--- src/rtl/riscv_defines.sv ---
// Shared definitions for the RISC-V interrupt arbiter: config register map and FSM states.
package riscv_defines;

  localparam logic [1:0] ADDR_MASK    = 2'd0;
  localparam logic [1:0] ADDR_PENDING = 2'd1;
  localparam logic [1:0] ADDR_CLEAR   = 2'd2;
  localparam logic [1:0] ADDR_STATUS  = 2'd3;

  typedef enum logic [1:0] {
    ST_IDLE = 2'd0,
    ST_REQ  = 2'd1,
    ST_GAP  = 2'd2
  } irq_state_e;

endpackage

--- src/rtl/riscv_irq_prio_enc.sv ---
// Fixed-priority encoder: reports the lowest-index set bit of the eligible vector.
module riscv_irq_prio_enc #(
  parameter int N_IRQ = 32,
  parameter int ID_W  = 5
) (
  input  logic [N_IRQ-1:0] eligible,
  output logic             valid,
  output logic [ID_W-1:0]  id
);

  // Scan from the top down so the lowest set index is the last one written.
  always_comb begin
    id    = '0;
    valid = |eligible;
    for (int i = N_IRQ - 1; i >= 0; i--) begin
      id = eligible[i] ? ID_W'(i) : id;
    end
  end

endmodule

--- src/rtl/riscv_irq_arbiter.sv ---
// Edge-triggered interrupt arbiter: pending/mask registers, fixed priority,
// and a request/ack handshake toward the core with a mandatory gap cycle.
module riscv_irq_arbiter
  import riscv_defines::*;
#(
  parameter int N_IRQ = 32,
  parameter int ID_W  = 5
) (
  input  logic             clk_i,
  input  logic             rst_ni,
  input  logic [N_IRQ-1:0] irq_src_i,
  output logic             irq_o,
  output logic [ID_W-1:0]  irq_id_o,
  input  logic             irq_ack_i,
  input  logic [ID_W-1:0]  irq_ack_id_i,
  input  logic             cfg_we_i,
  input  logic [1:0]       cfg_addr_i,
  input  logic [31:0]      cfg_wdata_i,
  output logic [31:0]      cfg_rdata_o
);

  logic [N_IRQ-1:0] src_q_r;
  logic [N_IRQ-1:0] src_prev_r;
  logic [N_IRQ-1:0] pending_r;
  logic [N_IRQ-1:0] mask_r;
  irq_state_e       state_r;
  logic             irq_r;
  logic [ID_W-1:0]  irq_id_r;

  logic [N_IRQ-1:0] set_s;
  logic [N_IRQ-1:0] clr_s;
  logic [N_IRQ-1:0] sel_s;
  logic [N_IRQ-1:0] eligible_s;
  logic             win_valid_s;
  logic [ID_W-1:0]  win_id_s;
  logic             withdraw_s;

  assign eligible_s = pending_r & mask_r;
  assign irq_o      = irq_r;
  assign irq_id_o   = irq_id_r;

  riscv_irq_prio_enc #(
    .N_IRQ (N_IRQ),
    .ID_W  (ID_W)
  ) u_prio_enc (
    .eligible (eligible_s),
    .valid    (win_valid_s),
    .id       (win_id_s)
  );

  // Pending set/clear sources and the one-hot select of the presented ID.
  always_comb begin
    set_s = (src_q_r & ~src_prev_r)
          | ((cfg_we_i && (cfg_addr_i == ADDR_PENDING)) ? cfg_wdata_i[N_IRQ-1:0] : '0);
    clr_s = (cfg_we_i && (cfg_addr_i == ADDR_CLEAR)) ? cfg_wdata_i[N_IRQ-1:0] : '0;
    sel_s = '0;
    for (int i = 0; i < N_IRQ; i++) begin
      clr_s[i] = clr_s[i] | (irq_ack_i && (irq_ack_id_i == ID_W'(i)));
      sel_s[i] = (irq_id_r == ID_W'(i));
    end
    withdraw_s = ~|(sel_s & eligible_s);
  end

  // Combinational config read mux; unused bits read zero.
  always_comb begin
    cfg_rdata_o = 32'h0000_0000;
    case (cfg_addr_i)
      ADDR_MASK:    cfg_rdata_o[N_IRQ-1:0] = mask_r;
      ADDR_PENDING: cfg_rdata_o[N_IRQ-1:0] = pending_r;
      ADDR_CLEAR:   cfg_rdata_o = 32'h0000_0000;
      ADDR_STATUS: begin
        cfg_rdata_o[31]       = irq_r;
        cfg_rdata_o[ID_W-1:0] = irq_id_r;
      end
      default:      cfg_rdata_o = 32'h0000_0000;
    endcase
  end

  // Source sampling, edge detection, pending (set wins over clear) and mask.
  always_ff @(posedge clk_i) begin
    if (!rst_ni) begin
      src_q_r    <= '0;
      src_prev_r <= '0;
      pending_r  <= '0;
      mask_r     <= '0;
    end else begin
      src_q_r    <= irq_src_i;
      src_prev_r <= src_q_r;
      pending_r  <= (pending_r & ~clr_s) | set_s;
      if (cfg_we_i && (cfg_addr_i == ADDR_MASK)) begin
        mask_r <= cfg_wdata_i[N_IRQ-1:0];
      end
    end
  end

  // Handshake FSM; a presented ID is never preempted, only acked or withdrawn.
  always_ff @(posedge clk_i) begin
    if (!rst_ni) begin
      state_r  <= ST_IDLE;
      irq_r    <= 1'b0;
      irq_id_r <= '0;
    end else begin
      case (state_r)
        ST_IDLE: begin
          if (win_valid_s) begin
            state_r  <= ST_REQ;
            irq_r    <= 1'b1;
            irq_id_r <= win_id_s;
          end
        end
        ST_REQ: begin
          if (irq_ack_i || withdraw_s) begin
            state_r <= ST_GAP;
            irq_r   <= 1'b0;
          end
        end
        ST_GAP: begin
          state_r <= ST_IDLE;
          irq_r   <= 1'b0;
        end
        default: begin
          state_r <= ST_IDLE;
          irq_r   <= 1'b0;
        end
      endcase
    end
  end

endmodule

--- config.mk ---
export PLATFORM = sky130hd
export DESIGN_NAME = riscv_irq_arbiter
export DESIGN_NICKNAME = d
export VERILOG_FILES = /design/src/rtl/riscv_defines.sv /design/src/rtl/riscv_irq_prio_enc.sv /design/src/rtl/riscv_irq_arbiter.sv
export SDC_FILE = /design/constraint.sdc
export NUM_CORES = 1
export LEC_CHECK = 0
export CORE_MARGIN = 3
export CORE_UTILIZATION = 55
export CTS_BUF_LIST = sky130_fd_sc_hd__clkbuf_2 sky130_fd_sc_hd__clkbuf_4 sky130_fd_sc_hd__clkbuf_8
export DETAILED_ROUTE_END_ITERATION = 12
export GPL_ROUTABILITY_DRIVEN = 0
export PLACE_DENSITY = 0.83
export SLEW_MARGIN = 5
export SYNTH_ARGS = -nofsm -noshare
export SYNTH_HDL_FRONTEND = slang
export SYNTH_SLANG_ARGS = --single-unit
--- constraint.sdc ---
create_clock -name clk_i -period 6.5 [get_ports clk_i]
set_input_delay 1.625 -clock clk_i [delete_from_list [all_inputs] [get_ports clk_i]]
set_output_delay 1.625 -clock clk_i [all_outputs]
set_load 0.03 [all_outputs]
==> results.py, run 1 <==
metrics = {
    "status": {
        "status": "complete, no violations",
    },
    "critical_path": {
        "crit_chain": "clkdlybuf4s50_1 -> buf_4 -> mux2_2 -> a22o_1 -> clkdlybuf4s50_1",
        "cpMostUsedCell": "clkdlybuf4s50_1",
        "slowest_stage": "clkdlybuf4s50_1",
        "slowest_delay_ps": 630,
        "cp-start-kind": "input port",
        "cp_max_fo": 29,
        "cp.required_ps": 4880,
        "rrSetupSlack_ps": 4300,
        "critPathKind": "in2out",
        "path_delay_family": "buffers and inverters",
        "cp-end-kind": "output port",
        "startpoint": "cfg_addr_i[1]",
        "timing.rr.start": "pending_r[21]$_SDFF_PN0_",
        "path_buf_inv": 3,
        "cp_data_arrival_time_ps": 3790,
    },
    "die": {
        "die_y_um": 111,
        "initial_utilization_pct": 57.8,
        "core_area_um2": 10500,
        "die_area_um2": 12300,
        "row_count": 37,
        "die_w_um": 111,
        "ioPinCount": 113,
    },
    "clock_tree": {
        "clkTransAtPathRegs_ps": 80,
        "htree_num_levels": 4,
        "cts_root_buf": "clkbuf_8",
        "cts_sinks": 135,
        "cts_resized": 0,
        "clockBufferDepth": 2,
        "cts_made_buffers": 17,
        "clk_latency_ps": 440,
        "ctsHoldBuffers": 0,
        "cts_setup_buffers": 0,
        "cts_tree": "done",
    },
    "synthesis": {
        "synth_cell_type_count": 47,
        "async_flop_share_pct": 0,
        "synth_cells": 728,
        "synth-seq-cells": 135,
        "yosys_warnings": 0,
        "ys.flop_type": "dfxtp_1",
        "synth_edf_count": 0,
        "syn_nets": 803,
        "syn_area_um2": 6070,
        "ys_seq_area_share_pct": 44.5,
        "syn_avg_cell_area_um2": 8.34,
    },
    "routing": {
        "routed_wl_mm": 17.2,
        "wire_per_inst_um": 17.8,
        "first_pass_iters": 7,
        "via_count": 5976,
        "drt_iter0_markers": 732,
        "ant_nets": 0,
        "drc": 0,
        "vias_per_cell": 6.18,
    },
    "cells_and_area": {
        "fin_util_pct": 72.8,
        "fin_nets": 893,
        "stdcell_area_um2": 7650,
        "drive_gt1_share_pct": 6.14,
        "regArea_um2": 2700,
        "antenna_cells": 0,
        "multiInputGateArea_um2": 3060,
        "area_growth_pct": 26.1,
        "n_fill_cell": 800,
    },
    "sta": {
        "clock_skew_ps": 10.7,
        "layout_setup_ws_ps": 1080,
        "worstMarginPinSlew_ps": 1140,
        "post-route-period-util_pct": 83.4,
        "finalSetupTns_ps": 0,
        "slew_viol_final": 0,
        "hold_viol": 0,
        "grt_setup_unrepaired": "no",
        "setup_viol": 0,
        "fin_crit_ps": 5420,
        "slew_headroom_pct": 23.9,
        "max_freq_mhz": 185,
    },
    "global_route": {
        "use_met1_pct": 36.5,
        "first_global_vias": 5669,
        "grt-ovfl-total": 0,
        "grt_busiest_layer": "met2",
        "grt_usage_pct": 27.8,
        "met3_usage_pct": 8.46,
        "grt_max_degree": 70,
        "antenna_found_initial": 0,
        "use_met2_pct": 43.3,
        "grt_pass1_wl_mm": 28.0,
    },
    "worst_hold_path": {
        "hold_path_class": "reg2reg",
        "hp-start": "src_q_r[23]$_SDFF_PN0_",
    },
    "place": {
        "port_buffers": 112,
        "hpwl_mm": 12.0,
        "placed_area_um2": 7220,
        "pre_cts_ws_ps": 1120,
    },
    "pwr": {
        "peakVddDrop_mv": 0.218,
        "p_per_area_nw_per_um2": 254,
        "p_leak_nw": 2.86,
        "p_total_mw": 1.94,
    },
    "job": {
        "maxCapViolations": 0,
    },
}
layout by cell type (no fill, tap or decap), drive strengths merged, types with 3 or more instances in the layout:
master           n
clkinv           4
nor2b            5
clkbuf          22
a31oi            3
dfxtp          135
and2            67
a21oi           50
o22ai            3
a221oi           8
nand2b           5
inv             38
nand2          105
mux2i           26
buf              7
clkdlybuf4s50  110
bufinv           3
a32o             5
o211ai           4
a22o            14
mux2             6
o21ai           21
a222oi          26
nor2            74
nand4            5
a22oi           31
nand3           15
a32oi            9
nor3             4
path summary, 6_finish.rpt:
| kind | to | cells past startpoint |
|---|---|---|
| worst max-delay path | cfg_rdata_o[31] | 5 |
| worst min-delay path | src_prev_r[23]$_SDFF_PN0_ | 1 |
| worst max register to register | irq_id_o[2]$_SDFFE_PN0P_ | 6 |
| worst min register to register | src_prev_r[23]$_SDFF_PN0_ | 1 |
cell usage after synthesis (all sizes together), types with 2 or more instances:
master  instances  area (µm²)
a21boi          2        15.0
a21oi          50         250
a221oi          8        70.1
a222oi         26         260
a22o           14         123
a22oi          31         233
a31oi           3        18.8
a32o            5        50.1
a32oi           9        78.8
and2           67         419
clkbuf         45         169
dfxtp         135        2700
inv            36         135
mux2            6        67.6
mux2i          26         260
nand2         105         394
nand2b          5        31.3
nand3          15        75.1
nand3b          2        15.0
nand4           5        31.3
nor2           74         280
nor2b           5        31.3
nor3            4        20.0
o211ai          4        30.0
o21ai          21         105
o221ai          2        17.5
o22ai           3        18.8
o311ai          2        17.5
o41ai           2        25.0
or2             2        12.5
layer usage:
metal  routed length [µm]  part of all wire, %
met3                 1910                   11
met5                    0                    0
met4                  385                  2.2
met1                 7090                   41
met2                 7850                   46
flip-flops by register name, indices dropped and copies added (netlist names):
name	count
state_r	2
irq_id_o	5
src_prev_r	32
mask_r	32
src_q_r	32
pending_r	32
power breakdown:
part	switching, mW	total [mW]	internal [mW]
combinational	0.143	0.275	0.131
clock	0.320	0.742	0.421
sequential	0.0526	0.925	0.873
total	0.516	1.94	1.43
kinds of logic (layout without fill, tap and decap cells):
kind of cell           Yosys count  after routing  share of synthesized area [%]
AND/OR/NAND/NOR                290            290                           22.5
AO/OA/AOI/OAI                  189            189                           22.5
flip-flops                     135            135                           44.5
buffers and inverters           82            185                           5.07
multiplexers                    32             32                           5.40
final cells by class:
cell class / instances / share of cell area, %
Clock buffer: 22 / 3.79
Clock inverter: 10 / 1.86
Inverter: 36 / 1.77
Multi-Input combinational cell: 511 / 40.0
Sequential cell: 135 / 35.3
Tap cell: 136 / 2.22
Timing Repair Buffer: 117 / 15.0
stage by stage:
step                      hold slack [ps]  std cells
final                                 461        967
after global routing                  478        967
after CTS                             467        967
after detailed placement              445        935
after global placement                438        935
after floorplan                       430        728
Power figures use the tool's default switching activity.
==> inputs of run 2 (changes only) <==
--- a/config.mk
+++ b/config.mk
@@ -6,11 +6,11 @@
 export NUM_CORES = 1
 export LEC_CHECK = 0
 export CORE_MARGIN = 3
-export CORE_UTILIZATION = 55
+export CORE_UTILIZATION = 54
 export CTS_BUF_LIST = sky130_fd_sc_hd__clkbuf_2 sky130_fd_sc_hd__clkbuf_4 sky130_fd_sc_hd__clkbuf_8
 export DETAILED_ROUTE_END_ITERATION = 12
 export GPL_ROUTABILITY_DRIVEN = 0
-export PLACE_DENSITY = 0.83
+export PLACE_DENSITY = 0.82
 export SLEW_MARGIN = 5
 export SYNTH_ARGS = -nofsm -noshare
 export SYNTH_HDL_FRONTEND = slang
==> constraint.sdc (replaced) <==
create_clock -name clk_i -period 5.5 [get_ports clk_i]
set_input_delay 1.375 -clock clk_i [delete_from_list [all_inputs] [get_ports clk_i]]
set_output_delay 1.375 -clock clk_i [all_outputs]
set_load 0.03 [all_outputs]
==> run 2 against run 1 <==
  * Clock-buffer cell count shrank 1
  * First-iteration DRC count shrank 10%
  * Register-to-register slack lost 990 ps
  * Critical endpoint unchanged
==> results.py, run 2 (synthesized netlist as in run 1, its figures left out) <==
metrics = {
    "cells_and_area": {
        "fin_nets": 895,
        "area_growth_pct": 26.6,
        "final_common_cell": "dfxtp_1",
        "layout_common_cells": "dfxtp_1, clkdlybuf4s50_1, nand2_1, nor2_1, and2_1",
        "drive_gt1_share_pct": 6.36,
        "antenna_cells": 0,
        "final_cells": 973,
        "stdcell_area_um2": 7690,
        "fin_util_pct": 70.3,
    },
    "critical_path": {
        "timing.rr.start": "irq_id_o[2]$_SDFFE_PN0P_",
        "critPathKind": "in2out",
        "cp_data_arrival_time_ps": 3500,
        "reg2reg_depth": 6,
        "cp-end-kind": "output port",
        "cp_max_fo": 15,
        "rrSetupSlack_ps": 3310,
        "cp.required_ps": 4120,
        "cp-start-kind": "input port",
        "rr_endpoint": "state_r[0]$_SDFFE_PN0P_",
    },
    "sta": {
        "slew_headroom_pct": 20.5,
        "worstMarginPinSlew_ps": 1190,
        "grt_setup_unrepaired": "no",
        "clock_skew_ps": 11.7,
        "hold_viol": 0,
        "finalSetupTns_ps": 0,
        "slew_viol_final": 0,
        "whs_ps": 464,
        "fin_crit_ps": 4870,
        "post-route-period-util_pct": 88.6,
        "setup_viol": 0,
        "max_freq_mhz": 205,
    },
    "routing": {
        "first_pass_iters": 6,
        "via_count": 6001,
        "ant_nets": 0,
        "vias_per_cell": 6.17,
        "drt_iter0_markers": 657,
        "drc": 0,
        "wire_per_inst_um": 18.2,
        "routed_wl_mm": 17.7,
    },
    "global_route": {
        "antenna_found_initial": 0,
        "use_met2_pct": 43.3,
        "grt_pass1_wl_mm": 27.9,
        "grt_busiest_layer": "met2",
        "grt-ovfl-total": 0,
        "grt_usage_pct": 27.3,
        "first_global_vias": 5578,
        "grt_max_degree": 70,
        "met3_usage_pct": 6.79,
        "use_met1_pct": 36.0,
    },
    "pwr": {
        "clkPwrFrac_pct": 39.2,
        "p_per_area_nw_per_um2": 304,
        "peakVddDrop_mv": 0.237,
        "p_seq_share_pct": 46.8,
        "p_int_mw": 1.72,
        "p_leak_nw": 2.88,
        "switching_share_pct": 26.5,
        "p_switching_mw": 0.620,
        "p_comb_share_pct": 14.0,
    },
    "clock_tree": {
        "htree_num_levels": 4,
        "cts_root_buf": "clkbuf_8",
        "cts_sinks": 135,
        "clk_latency_ps": 440,
        "ctsHoldBuffers": 0,
        "cts_setup_buffers": 0,
        "cts_tree": "done",
        "clockBufferDepth": 2,
        "clkTransAtPathRegs_ps": 70,
        "cts_resized": 0,
        "cts_made_buffers": 17,
    },
    "die": {
        "die_area_um2": 12600,
        "ioPinCount": 113,
        "initial_utilization_pct": 55.5,
        "core_area_um2": 10900,
        "row_count": 38,
        "die_y_um": 112,
        "die_w_um": 112,
    },
    "worst_hold_path": {
        "holdPathStages": 1,
        "hold_path_class": "reg2reg",
        "hold_end": "src_prev_r[20]$_SDFF_PN0_",
        "hp-start": "src_q_r[20]$_SDFF_PN0_",
    },
    "status": {
        "status": "complete, no violations",
    },
    "place": {
        "post-place-cells": 941,
        "port_buffers": 112,
        "placed_area_um2": 7240,
        "hpwl_mm": 12.0,
    },
    "job": {
        "maxCapViolations": 0,
    },
}
[run 2: critical path: stages]
cell and delay [ps]:
clkdlybuf4s50_1 550, buf_4 270, nor2_1 390, a22o_1 230, clkdlybuf4s50_1 670
[run 2: cell type report]
type | instances | area, µm²
multi-input cells | 511 | 3060
fillers | 849 | 3250
inverters | 36 | 135
clock inverters | 11 | 171
repair buffers | 119 | 1160
flip-flops and latches | 135 | 2700
well taps | 140 | 175
clock buffers | 21 | 277
[run 2: routing by layer]
layer / share of wire (%) / vias to the layer above
li1: - / 2776
met1: 42 / 2864
met2: 47 / 330
met3: 9.5 / 31
met4: 1.6 / 0
met5: 0 / -
[run 2: power by group through the flow]
stage          clock network [mW]  registers [mW]  logic (mW)
2_1_floorplan                   0            1.10       0.190
3_3_place_gp                    0            1.11       0.312
3_5_place_dp                    0            1.11       0.321
4_1_cts                     0.919            1.09       0.325
5_1_grt                     0.961            1.10       0.353
6_report                    0.916            1.09       0.327
[run 2: worst max-delay path by stage]
stage                              from  cells after the start               to
after global placement    cfg_addr_i[1]                      5   cfg_rdata_o[0]
final                     cfg_addr_i[1]                      5  cfg_rdata_o[31]
after CTS                 cfg_addr_i[1]                      5   cfg_rdata_o[3]
after detailed placement  cfg_addr_i[1]                      5   cfg_rdata_o[3]
after floorplan           cfg_addr_i[0]                      4  cfg_rdata_o[10]
after global routing      cfg_addr_i[1]                      5   cfg_rdata_o[2]
[run 2: stage by stage]
stage / power [mW] / setup WS [ps]
2_1_floorplan: 1.29 / 1470
5_1_grt: 2.41 / 497
6_report: 2.34 / 627
3_5_place_dp: 1.43 / 624
4_1_cts: 2.33 / 624
3_3_place_gp: 1.42 / 719
==> inputs of run 3 (changes only) <==
--- a/config.mk
+++ b/config.mk
@@ -6,11 +6,11 @@
 export NUM_CORES = 1
 export LEC_CHECK = 0
 export CORE_MARGIN = 3
-export CORE_UTILIZATION = 54
+export CORE_UTILIZATION = 45
 export CTS_BUF_LIST = sky130_fd_sc_hd__clkbuf_2 sky130_fd_sc_hd__clkbuf_4 sky130_fd_sc_hd__clkbuf_8
 export DETAILED_ROUTE_END_ITERATION = 12
 export GPL_ROUTABILITY_DRIVEN = 0
-export PLACE_DENSITY = 0.82
+export PLACE_DENSITY = 0.7
 export SLEW_MARGIN = 5
 export SYNTH_ARGS = -nofsm -noshare
 export SYNTH_HDL_FRONTEND = slang
==> run 3 against run 2 <==
  * Setup slack got worse by 69 ps
  * Routed wire length up 3.3%
  * Sequential share of layout area fell by 0.14 points
  * Largest cell class unchanged
  * Critical endpoint unchanged
==> results.py, run 3 (synthesized netlist as in run 1, its figures left out) <==
metrics = {
    "clock_tree": {
        "cts_sinks": 135,
        "cts_made_buffers": 17,
        "cts_tree": "done",
        "clockBufferDepth": 2,
        "cts_root_buf": "clkbuf_8",
        "cts_resized": 0,
        "ctsHoldBuffers": 0,
        "cts_setup_buffers": 0,
        "clkTransAtPathRegs_ps": 80,
        "clk_latency_ps": 450,
        "htree_num_levels": 4,
    },
    "cells_and_area": {
        "fin_nets": 895,
        "area_growth_pct": 27.1,
        "n_fill_cell": 1160,
        "regArea_um2": 2700,
        "antenna_cells": 0,
        "multiInputGateArea_um2": 3060,
        "layout_common_cells": "dfxtp_1, clkdlybuf4s50_1, nand2_1, nor2_1, and2_1",
        "final_common_cell": "dfxtp_1",
        "drive_gt1_share_pct": 6.25,
    },
    "routing": {
        "ant_nets": 0,
        "via_count": 5940,
        "drc": 0,
        "drt_iter0_markers": 871,
        "vias_per_cell": 5.92,
        "routed_wl_mm": 18.2,
        "first_pass_iters": 9,
        "wire_per_inst_um": 18.2,
    },
    "global_route": {
        "grt-ovfl-total": 0,
        "first_global_vias": 5611,
        "antenna_found_initial": 0,
        "grt_usage_pct": 24.7,
        "grt_pass1_wl_mm": 28.7,
        "grt_max_degree": 70,
    },
    "pwr": {
        "p_total_mw": 2.33,
        "peakVddDrop_mv": 0.172,
        "p_leak_nw": 2.88,
        "p_per_area_nw_per_um2": 302,
    },
    "die": {
        "row_count": 41,
        "ioPinCount": 113,
        "initial_utilization_pct": 47.0,
        "die_y_um": 122,
        "core_area_um2": 12900,
        "die_w_um": 122,
        "die_area_um2": 14900,
    },
    "sta": {
        "worstMarginPinSlew_ps": 1130,
        "slew_headroom_pct": 24.7,
        "slew_viol_final": 0,
        "grt_setup_unrepaired": "no",
        "hold_viol": 0,
        "post-route-period-util_pct": 89.9,
        "clock_skew_ps": 13.5,
        "fin_crit_ps": 4940,
        "setup_viol": 0,
        "max_freq_mhz": 202,
        "finalSetupTns_ps": 0,
    },
    "status": {
        "status": "complete, no violations",
    },
    "critical_path": {
        "cp_max_fo": 17,
        "timing.rr.start": "irq_id_o[2]$_SDFFE_PN0P_",
        "startpoint": "cfg_addr_i[1]",
        "cp_data_arrival_time_ps": 3570,
        "cp-end-kind": "output port",
        "cp-start-kind": "input port",
        "cp.required_ps": 4120,
        "critPathKind": "in2out",
        "rrSetupSlack_ps": 3250,
    },
    "worst_hold_path": {
        "hp-start": "src_q_r[7]$_SDFF_PN0_",
        "hold_path_class": "reg2reg",
    },
    "place": {
        "port_buffers": 112,
        "hpwl_mm": 12.8,
    },
    "job": {
        "maxCapViolations": 0,
    },
}
run 3: cell count changes in the layout (fill, tap and decap cells not counted), sizes merged:
cell,previous run,this run
clkinvlp,2,1
inv,37,36
clkbuf,21,22
run 3: area by class of cell:
cell class / instances / area share, %
clock buffers: 22 / 3.76
multi-input cells: 511 / 39.7
inverters: 36 / 1.75
clock inverters: 9 / 1.91
repair buffers: 119 / 15.1
flip-flops and latches: 135 / 35.0
well taps: 172 / 2.79
run 3: power breakdown:
group | total (mW) | internal, mW | switching [mW]
Sequential | 1.09 | 1.03 | 0.0631
Combinational | 0.328 | 0.156 | 0.172
Clock | 0.906 | 0.535 | 0.371
Total | 2.33 | 1.72 | 0.606
run 3: layer usage:
metal | share of wire, % | vias to the layer above | GRT usage (%)
met2 | 47 | 313 | 39.8
met3 | 8.8 | 31 | 6.59
met5 | 0 | - | 0
li1 | - | 2770 | -
met4 | 1.6 | 0 | 7.84
met1 | 42 | 2826 | 32.4
run 3: path summary, 6_finish.rpt:
path,to,cells past startpoint
setup / recovery,cfg_rdata_o[31],4
setup reg to reg,state_r[0]$_SDFFE_PN0P_,6
hold reg to reg,src_prev_r[7]$_SDFF_PN0_,1
hold / removal,src_prev_r[7]$_SDFF_PN0_,1
run 3: worst max-delay path, cell delays in order:
cell	delay (ps)
clkdlybuf4s50_1	960
mux2_2	410
a22o_1	210
clkdlybuf4s50_1	610
run 3: stage by stage:
| step | hold slack [ps] | instance area (µm²) | instances | utilization (%) | setup WS, ps |
|---|---|---|---|---|---|
| final | 452 | 7720 | 1004 | 59.7 | 557 |
| after global routing | 486 | 7720 | 1004 | 59.7 | 513 |
| after CTS | 459 | 7720 | 1004 | 59.7 | 581 |
| after detailed placement | 451 | 7280 | 973 | 56.3 | 578 |
| after global placement | 441 | 7280 | 973 | 56.3 | 599 |
| after floorplan | 430 | 6070 | 728 | - | 1470 |
==> edit 1 (settings of run 3) <==
`ID_W` is set to 5 in 2 places; all go to 10.
--- a/src/rtl/riscv_irq_prio_enc.sv
+++ b/src/rtl/riscv_irq_prio_enc.sv
@@ -1,7 +1,7 @@
 // Fixed-priority encoder: reports the lowest-index set bit of the eligible vector.
 module riscv_irq_prio_enc #(
   parameter int N_IRQ = 32,
-  parameter int ID_W  = 5
+  parameter int ID_W  = 10
 ) (
   input  logic [N_IRQ-1:0] eligible,
   output logic             valid,
--- a/src/rtl/riscv_irq_arbiter.sv
+++ b/src/rtl/riscv_irq_arbiter.sv
@@ -4,7 +4,7 @@
   import riscv_defines::*;
 #(
   parameter int N_IRQ = 32,
-  parameter int ID_W  = 5
+  parameter int ID_W  = 10
 ) (
   input  logic             clk_i,
   input  logic             rst_ni,
Ports: changed (resized irq_ack_id_i and irq_id_o); port bits go from 113 to 123. The function was not compared with the original's and may differ.
==> edit 1 against run 3 <==
  * Sequential cell count did not move
  * Total power down 1.5%
  * Non-clock buffer count grew 6
  * Fmax increased by 11%
  * Clock skew fell by 0.0063 ns
  * Critical path type unchanged
  * Setup slack improved by 0.51 ns
  * Synthesized area increased by 3.4%
  * Combinational power is 2% higher
  * Sequential share of layout area fell by 1.1 points
  * Largest cell class unchanged
  * Final area grew 3.2%
  * First-iteration DRC count down 42%
  * Routed wire length is 1.1% lower
==> edit 1: results (changes against run 3) <==
WL/cell=16.80 um (-7.5%); Synth area leaders=dfxtp_1 (43%), nand2_1 (10%), a21oi_1 (8.1%), and2_1 (6.8%), mux2i_1 (4.1%); R2R setup slack=3.13 ns (-0.12 ns); Metal-1 WL=7.742 mm (+0.22%); VDD IR max=0.0001655 V (-3.6%); outcome=complete, no violations; top post-synthesis cells by count=nand2_1 (167), dfxtp_1 (135), a21oi_1 (102); WL final=18.05 mm (-1.1%); gr usage total=23.83% (-0.88 points); hold_ws=0.4460 ns (-0.005759 ns); chip width=124.1 um (+1.6%); filler cell count=1,285 (+11%); PortBufs=117 (+4.5%); total number of vias=6,087 (+2.5%); hold wc startpoint=src_q_r[1]; met2 Track Usage GR=38.24% (-1.5 points); Clock Skews=0.007260 ns (-0.006256 ns); GR Util met1=31.16% (-1.3 points); multi-input combinational cell count=600 (+17%); WL met2=8.467 mm (-1.7%); Worst setup startpoint=cfg_addr_i[0]; CP arrival=3.06 ns (-0.51 ns); vias in the first global route=5,793 (+3.2%); Setup crit end=cfg_rdata_o[15]; first-pass GRT wire length=28.57 mm (-0.50%); number of clock-tree buffers in the layout=20 (-9.1%); Area after DPL=7540 um^2 (+3.6%); DP Cell Count=1,042 (+7.1%); Pleak=3.007 nW (+4.5%); met3 Usage GRT=5.086% (-1.5 points); nets=965 (+7.8%); multi-input logic area=3338 um^2 (+9.0%)
==> edit 1: cell count changes after synthesis, moves of 5 or more <==
cell      before  now
a222oi_1      26    0
nor2_1        73   43
nor2b_1        5   35
a21oi_1       50  102
a22oi_1       31   13
a221oi_1       8    3
nand3_1       15   40
nand2_1      105  167
buf_2          0    7
inv_1         36    6
a32oi_1        9    4
buf_4          0    6
o21ai_0       21   10
clkbuf_1      45   36
==> edit 1: cells by family after synthesis <==
logic type	share of synthesized area, %
simple gates	29.61
compound gates	18.02
flops	43.06
buf+inv	4.027
mux	5.223
other cells	0.05975
==> edit 1: through the flow <==
stage               utilization [%]  setup WS [ns]
global placement              56.05          1.129
detailed placement            56.05          1.070
floorplan                         -          1.568
CTS                           59.21          1.056
global route                  59.21         0.9799
finish                        59.21          1.064
==> edit 1: report_power, final <==
group,internal [mW],total (mW),switching [mW]
clock,0.482,0.865,0.383
combinational,0.160,0.335,0.175
sequential,1.03,1.09,0.0625
total,1.67,2.29,0.621
==> edit 2 (settings of run 3) <==
Made on the original files. Reset style: asynchronous (`rst_ni`), changed in 2 clocked blocks.
--- a/src/rtl/riscv_irq_arbiter.sv
+++ b/src/rtl/riscv_irq_arbiter.sv
@@ -77,7 +77,7 @@
   end
 
   // Source sampling, edge detection, pending (set wins over clear) and mask.
-  always_ff @(posedge clk_i) begin
+  always_ff @(posedge clk_i or negedge rst_ni) begin
     if (!rst_ni) begin
       src_q_r    <= '0;
       src_prev_r <= '0;
@@ -94,7 +94,7 @@
   end
 
   // Handshake FSM; a presented ID is never preempted, only acked or withdrawn.
-  always_ff @(posedge clk_i) begin
+  always_ff @(posedge clk_i or negedge rst_ni) begin
     if (!rst_ni) begin
       state_r  <= ST_IDLE;
       irq_r    <= 1'b0;
Check against the original RTL: differs if rst_ni is asserted again (counterexample within 4 cycles, from zero or initial values and one cycle with rst_ni low); with rst_ni held inactive, the same outputs for 4 cycles.
==> edit 2 against run 3 <==
  * Routed wire length down 7.2%
  * Final area is 2.8% higher
  * Setup slack improved by 0.031 ns
  * Count of clock-buffer cells in the layout grew 3
  * Fmax is 0.63% higher
  * First-iteration DRC count decreased by 54%
  * Non-clock buffer count shrank 2
  * Synthesized area is 2.3% higher
  * Worst hold slack got worse by 0.078 ns
  * Sequential cell count stayed put
  * Critical path type unchanged
  * Die area increased by 2.2%
Power is not compared: it rests on default switching activity, and its combinational part moved more than twofold at a synthesized area within 25%.
==> edit 2: results (changes against run 3) <==
top post-synthesis cells by count=dfrtp_1 (135), a21oi_1 (42), nor2_1 (39); worst slack, placed=0.6527 ns (+0.07438 ns); R2R depth=5 (-1); Metal-1 WL=7.355 mm (-4.8%); initial antenna violation count=0 (unchanged); filler cell count=1,131 (-2.5%); Worst Tran Pin Value=1.056 ns (-0.07146 ns); WL met2=7.968 mm (-7.5%); Largest stage delay, worst path=0.70 ns (-0.26 ns); WL/cell=19.70 um (+8.4%); Synth area leaders=dfrtp_1 (54%), mux2_2 (6.7%), a221o_1 (5.2%), mux2i_1 (4.2%), a21oi_1 (3.4%); first-pass GRT wire length=26.83 mm (-6.5%); nets=746 (-17%); vias in the first global route=5,076 (-9.5%); post-synthesis sequential area ratio=54.37% (+9.9 points); worst hold path depth=0 (-1); drt first pass iters=6 (-3); Clock Skews=0.01105 ns (-0.002471 ns); Worst R2R End=irq_id_o[0]; post-DP HPWL=11.77 mm (-7.8%); gr usage total=23.27% (-1.4 points); Via density=5.876 (-0.69%); largest net degree at the start of global routing=103 (+47%); hold_ws=0.3738 ns (-0.07803 ns); post-synth net total=639 (-20%); metal3 WL=1.269 mm (-21%); layout cells sized above 1=13.16% (+6.9 points); Crit Path Max Fanout=12 (-5); hold endpoint=src_prev_r[16]; violation count after the first detailed-route iteration=405 (-54%); R2R setup slack=3.26 ns (about the same); CP arrival=3.54 ns (-0.03 ns); R2R Path Start=mask_r[7]; post-synth cell types=55 (+17%); outcome=complete, no violations; hold wc startpoint=src_q_r[16]; GR Util met1=30.79% (-1.6 points); asr flop ratio synth=100.0% (+100 points); # resized after CTS=0 (unchanged); met3 Usage GRT=6.359% (-0.23 points)
-- edit 2: cell type report --
cell class	count	area (um^2)	share of cell area (%)
well taps	176	220.2	2.776
multi-input cells	365	2589	32.63
clock inverters	7	140.1	1.767
clock buffers	25	319.1	4.022
inverters	35	131.4	1.656
repair buffers	117	1155	14.56
flip-flops and latches	135	3378	42.59
-- edit 2: stage by stage --
step	utilization, %	instances	total power [mW]	area [um^2]
global route	59.43	860	3.222	7933
global placement	55.99	828	2.124	7473
CTS	59.43	860	3.081	7933
detailed placement	55.99	828	2.140	7473
floorplan	-	564	1.803	6213
finish	59.43	860	3.071	7933
-- edit 2: cells by family (layout without fill, tap and decap cells) --
family	Yosys count	after routing	share of synthesized area (%)
DFF	135	135	54.37
buffers and inverters	64	184	4.007
muxes	65	65	11.32
and+or+nand+nor	127	127	10.03
AOI/OAI and AO/OA	173	173	20.28
-- edit 2: how the worst max path moves through the flow --
stage | cells past startpoint | endpoint | slack, ns
3_3_place_gp | 4 | cfg_rdata_o[31] | 0.70
5_1_grt | 4 | cfg_rdata_o[31] | 0.49
6_report | 4 | cfg_rdata_o[31] | 0.59
4_1_cts | 4 | cfg_rdata_o[31] | 0.64
2_1_floorplan | 4 | cfg_rdata_o[15] | 1.47
3_5_place_dp | 4 | cfg_rdata_o[31] | 0.65
-- edit 2: report_power, final --
| part | internal (mW) | switching, mW |
|---|---|---|
| registers | 1.11 | 0.185 |
| clock network | 0.562 | 0.374 |
| logic | 0.387 | 0.454 |
| total | 2.06 | 1.01 |
-- edit 2: critical path: cells and delay by family --
kind	cells	cell delay (ns)
simple gates	1	0.50
buf+inv	2	1.39
compound gates	1	0.27
